## config.mk

```make
export PLATFORM = sky130hd
export DESIGN_NAME = immediate_gen_pipe
export DESIGN_NICKNAME = d
export VERILOG_FILES = /design/src/rtl/immediate_gen_pipe.sv
export SDC_FILE = /design/constraint.sdc
export NUM_CORES = 1
export LEC_CHECK = 0
export ABC_AREA = 1
export CAP_MARGIN = 20
export CORE_ASPECT_RATIO = 0.8
export CORE_UTILIZATION = 54
export DETAILED_ROUTE_END_ITERATION = 7
export PLACE_DENSITY_LB_ADDON = 0.05
export SLEW_MARGIN = 20
export SYNTH_ARGS = -nofsm -noshare
export SYNTH_HDL_FRONTEND = slang
export SYNTH_SLANG_ARGS = --single-unit
```

## constraint.sdc

```tcl
create_clock -name clk -period 3.8 [get_ports clk]
set_input_delay 0.57 -clock clk [delete_from_list [all_inputs] [get_ports clk]]
set_output_delay 0.57 -clock clk [all_outputs]
set_load 0.1 [all_outputs]
```

## src/rtl/immediate_gen_pipe.sv

```systemverilog
// immediate_gen_pipe: decodes the RISC-V I/S/B/U/J immediates from an
// instruction word and sign-extends them to XLEN. The result sits in one
// output register stage, backed by a skid register so upstream can keep
// streaming while downstream stalls.
// Optional macro IMM_ZICSR_EN: adds the CSR uimm (Z) format for SYSTEM
// opcodes with funct3[2] set.
module immediate_gen_pipe #(
    parameter int XLEN    = 32,
    parameter int OP32_EN = 0
) (
    input  logic            clk,
    input  logic            reset,
    input  logic            in_valid_i,
    output logic            in_ready_o,
    input  logic [31:0]     Instruction_bus_i,
    output logic            out_valid_o,
    input  logic            out_ready_i,
    output logic [XLEN-1:0] Immediate_o,
    output logic [2:0]      fmt_o
);

    localparam logic [2:0] FMT_NONE = 3'd0;
    localparam logic [2:0] FMT_I    = 3'd1;
    localparam logic [2:0] FMT_S    = 3'd2;
    localparam logic [2:0] FMT_B    = 3'd3;
    localparam logic [2:0] FMT_U    = 3'd4;
    localparam logic [2:0] FMT_J    = 3'd5;
`ifdef IMM_ZICSR_EN
    localparam logic [2:0] FMT_Z    = 3'd6;
`endif

    // OP-IMM-32 only exists on RV64
    localparam bit OP32_ACT = (XLEN == 64) && (OP32_EN != 0);

    logic [31:0]     instr;
    logic [6:0]      opcode;
    logic [31:0]     dec_w;
    logic [2:0]      dec_fmt;
    logic [XLEN-1:0] dec_imm;

    logic            out_valid_q, out_valid_d;
    logic [XLEN-1:0] out_imm_q,   out_imm_d;
    logic [2:0]      out_fmt_q,   out_fmt_d;
    logic            skid_valid_q, skid_valid_d;
    logic [XLEN-1:0] skid_imm_q,  skid_imm_d;
    logic [2:0]      skid_fmt_q,  skid_fmt_d;

    logic            accept;
    logic            xfer;

    assign instr  = Instruction_bus_i;
    assign opcode = instr[6:0];

    // Immediate decode into a 32-bit field; the Z field has bit 31 clear so
    // the common sign extension below zero-extends it.
    always_comb begin
        dec_w   = '0;
        dec_fmt = FMT_NONE;
        case (opcode)
            7'b0010011, 7'b0000011, 7'b1100111: begin
                dec_w   = {{20{instr[31]}}, instr[31:20]};
                dec_fmt = FMT_I;
            end
            7'b0011011: begin
                if (OP32_ACT) begin
                    dec_w   = {{20{instr[31]}}, instr[31:20]};
                    dec_fmt = FMT_I;
                end
            end
            7'b0100011: begin
                dec_w   = {{20{instr[31]}}, instr[31:25], instr[11:7]};
                dec_fmt = FMT_S;
            end
            7'b1100011: begin
                dec_w   = {{19{instr[31]}}, instr[31], instr[7],
                           instr[30:25], instr[11:8], 1'b0};
                dec_fmt = FMT_B;
            end
            7'b0110111, 7'b0010111: begin
                dec_w   = {instr[31:12], 12'b0};
                dec_fmt = FMT_U;
            end
            7'b1101111: begin
                dec_w   = {{11{instr[31]}}, instr[31], instr[19:12],
                           instr[20], instr[30:21], 1'b0};
                dec_fmt = FMT_J;
            end
`ifdef IMM_ZICSR_EN
            7'b1110011: begin
                if (instr[14]) begin
                    dec_w   = {27'b0, instr[19:15]};
                    dec_fmt = FMT_Z;
                end
            end
`endif
            default: begin
                dec_w   = '0;
                dec_fmt = FMT_NONE;
            end
        endcase
        dec_imm = {{(XLEN-31){dec_w[31]}}, dec_w[30:0]};
    end

    assign accept = in_valid_i & in_ready_o;
    assign xfer   = out_valid_q & out_ready_i;

    // Output stage / skid next-state: skid drains first, otherwise a new
    // entry lands in the output stage if it is free, else in the skid.
    always_comb begin
        out_valid_d  = out_valid_q;
        out_imm_d    = out_imm_q;
        out_fmt_d    = out_fmt_q;
        skid_valid_d = skid_valid_q;
        skid_imm_d   = skid_imm_q;
        skid_fmt_d   = skid_fmt_q;
        if (skid_valid_q) begin
            // in_ready_o is low here, so no accept can collide with the drain
            if (xfer) begin
                out_valid_d  = 1'b1;
                out_imm_d    = skid_imm_q;
                out_fmt_d    = skid_fmt_q;
                skid_valid_d = 1'b0;
            end
        end else if (!out_valid_q || xfer) begin
            out_valid_d = accept;
            if (accept) begin
                out_imm_d = dec_imm;
                out_fmt_d = dec_fmt;
            end
        end else if (accept) begin
            skid_valid_d = 1'b1;
            skid_imm_d   = dec_imm;
            skid_fmt_d   = dec_fmt;
        end
    end

    // State registers; reset flushes both entries at once
    always_ff @(posedge clk or posedge reset) begin
        if (reset) begin
            out_valid_q  <= 1'b0;
            out_imm_q    <= '0;
            out_fmt_q    <= FMT_NONE;
            skid_valid_q <= 1'b0;
            skid_imm_q   <= '0;
            skid_fmt_q   <= FMT_NONE;
        end else begin
            out_valid_q  <= out_valid_d;
            out_imm_q    <= out_imm_d;
            out_fmt_q    <= out_fmt_d;
            skid_valid_q <= skid_valid_d;
            skid_imm_q   <= skid_imm_d;
            skid_fmt_q   <= skid_fmt_d;
        end
    end

    // Ready comes straight from a flop: no path from out_ready_i
    assign in_ready_o  = !skid_valid_q;
    assign out_valid_o = out_valid_q;
    assign Immediate_o = out_imm_q;
    assign fmt_o       = out_fmt_q;

endmodule

```

==> key figures <==
Run
  – Max-Cap Viols: 0

Detailed routing
  – Post-route DRC violation count: 0
  – TritonRoute pass-1 iters: 4
  – DR WL/cell: 13.54 µm
  – Vias: 3406
  – WL final: 8.744 mm
  – Vias per cell: 5.272
  – DRT iter0 DRCs: 255
  – Post-route ant nets: 0

Clock network
  – Total CTS buffers: 9
  – CTS H-Tree Depth: 3
  – Clk root buf: clkbuf_8
  – CTS tree: built
  – Post-CTS Setup Bufs: 0
  – Clock latency on the worst-skew pair: 350 ps
  – Clk buf depth: 2
  – CTS Hold Bufs: 0
  – Post-cts resize count: 0
  – Worst-path clk slew: 80 ps
  – Clock Sinks: 72

STA
  – RSZ-0062 raised after global routing: false
  – F_max: 406.5 MHz
  – Setup Skew: 8.536 ps
  – Slew @ Worst Pin: 981.6 ps
  – Min Tclk post-route: 2460 ps
  – Final slew viol count: 0
  – Final setup fails: 0
  – Final Cycle Share: 0.6473
  – Setup_tns: 0 ps
  – Hold violation count in the final report: 0
  – Relative slew slack: 0.3435

Floorplan
  – Die Span X: 94.09 µm
  – Starting density of the core: 0.5659
  – Rows: 26
  – Core ar.: 0.006474 mm²
  – Num ports: 73
  – Die area: 0.007120 mm²
  – DIE HEIGHT: 75.67 µm

Logic synthesis
  – Seq/Total Area, Yosys: 0.4918
  – Post-Syn Area: 0.003664 mm²
  – Yosys reg bits: 72
  – Distinct cells, synth: 24
  – Synth Instances: 496
  – Syn nets: 532
  – Mapped Avg Cell Area: 7.386 µm²
  – Yosys warns: 0

Final layout
  – Layout cells sized above 1: 0.06762
  – Layout area overhead: 25.75%
  – Register area: 0.001802 mm²
  – Multi-input logic area: 0.001573 mm²
  – Nets: 593
  – Ant diodes: 0
  – Fillers: 535
  – Fin area: 0.004607 mm²

Worst setup path
  – WP data arrival: 1890 ps
  – CP endpoint kind: primary output
  – R2R Path End: Immediate_o[6]
  – R2r setup slk: 1610 ps
  – R2r worst-path depth: 8
  – CP Class: reg -> out
  – Startpoint types: flip-flop
  – Worst Path Required: 3230 ps
  – Reg-to-reg startpoint: skid_valid_q
  – Crit Path Max Fanout: 67

Global routing
  – Antenna violations before repair: 0
  – Pin count of the biggest net entering global routing: 68
  – First-pass GRT wire length: 14.34 mm
  – Vias in the first global route: 3071
  – Gr ovfl total: 0
  – GR Util All Layers: 0.2701

Hold path
  – Hold path depth: 2
  – Hold crit path type: reg -> reg
  – Hold Crit Start: Immediate_o[19]
  – Worst Hold End: Immediate_o[19]

Pwr
  – Pwr/cell area: 656.7 mW/mm²
  – VDD IR max: 0.5373 mV
  – Final Power: 3025 µW
  – Leak pwr: 0.002323 µW

Placed design
  – Port Buffers: 72
  – DP HPWL: 5.913 mm
  – Gpl congestion: 0.8673
  – Cell Area, Placed: 0.004379 mm²

Outcome
  – Outcome: completed
[cell usage after synthesis (all sizes together)]
| cell type | instances | area [µm²] |
|---|---|---|
| nand2 | 162 | 623.1 |
| nor2 | 101 | 401.6 |
| dfrtp | 72 | 1802 |
| nand3 | 41 | 205.2 |
| inv | 35 | 131.4 |
| a31oi | 26 | 162.7 |
| buf | 22 | 145.1 |
| o21ai | 21 | 108.9 |
| a21oi | 7 | 35.03 |
| clkbuf | 5 | 18.77 |
| a22oi | 1 | 7.510 |
| nand4 | 1 | 6.260 |
| nor3 | 1 | 10.01 |
| or2 | 1 | 6.260 |
[worst max path at each step]
stage                       startpoint              end  slack [ps]  cells past startpoint
final                     skid_valid_q       in_ready_o        1340                      3
after detailed placement    in_valid_i   Immediate_o[6]        1250                      8
after global placement      in_valid_i  Immediate_o[15]        1290                      8
after global routing      skid_valid_q       in_ready_o        1220                      3
after CTS                 skid_valid_q       in_ready_o        1320                      3
after floorplan                  reset   Immediate_o[0]        1410                      1
[flip-flops by register name, summed over array words and instances (netlist names)]
signal / flops
fmt_o: 3
Immediate_o: 32
out_valid_o: 1
skid_imm_q: 32
skid_valid_q: 1
skid_fmt_q: 3
[kinds of logic (layout without fill, tap and decap cells)]
logic type             Yosys count  count (layout)  share of synthesized area
flip-flops                      72              72                     0.4918
AND/OR/NAND/NOR                307             307                     0.3419
buffers and inverters           62             128                    0.08060
AO/OA/AOI/OAI                   55              55                    0.08573
[per-stage QoR]
step / util / std cells / hold WS (ps) / worst slack, ps
finish: 0.7116 / 646 / 484.5 / 1340
global route: 0.7116 / 646 / 513.3 / 1219
global placement: 0.6765 / 630 / 462.2 / 1288
CTS: 0.7116 / 646 / 485.5 / 1323
detailed placement: 0.6765 / 630 / 464.9 / 1245
floorplan: - / 496 / 449.3 / 1405
[cell type report]
cell class,instances,area share
Inverter,35,0.02852
Tap cell,84,0.02281
Timing Repair Buffer,77,0.1668
Multi-Input combinational cell,362,0.3414
Clock buffer,10,0.02988
Sequential cell,72,0.3911
Clock inverter,6,0.01955
[layer usage]
| layer | share of wire | global-route usage |
|---|---|---|
| met1 | 0.45 | 0.3664 |
| met2 | 0.46 | 0.4307 |
| met3 | 0.070 | 0.06287 |
| met4 | 0.019 | 0.1009 |
| met5 | 0 | 0 |
[where the power goes]
part | total [µW] | switching, µW | internal (µW)
Sequential | 1040 | 103 | 940
Clock | 687 | 298 | 390
Combinational | 1300 | 977 | 318
[cell usage in the layout (no fill, tap or decap)]
| master | Yosys | final |
|---|---|---|
| buf_12 | 0 | 1 |
| bufinv_16 | 0 | 2 |
| clkinvlp_4 | 0 | 1 |
| a31oi_1 | 26 | 26 |
| nand2_4 | 1 | 1 |
| o21ai_2 | 1 | 1 |
| inv_1 | 33 | 31 |
| nand2_1 | 158 | 158 |
| clkinv_2 | 0 | 1 |
| nand4_1 | 1 | 1 |
| clkbuf_8 | 0 | 10 |
| nor2_2 | 3 | 3 |
| nor2_1 | 96 | 96 |
| nor3_4 | 0 | 1 |
| nand2_2 | 3 | 3 |
| a21oi_1 | 7 | 7 |
| nor2_4 | 2 | 2 |
| clkdlybuf4s50_1 | 0 | 71 |
| o21ai_0 | 16 | 16 |
| o21ai_1 | 4 | 4 |
| a22oi_1 | 1 | 1 |
| buf_4 | 2 | 5 |
| inv_2 | 2 | 4 |
| or2_2 | 1 | 1 |
| clkinv_4 | 0 | 1 |
| dfrtp_1 | 72 | 72 |
| nand3_1 | 41 | 41 |
| inv_6 | 0 | 1 |
[worst max-delay path, cell delays in order (launching register included)]
cell and delay (ps):
dfrtp_1 520, inv_2 80, buf_4 530, buf_4 410
Power figures use the tool's default switching activity.
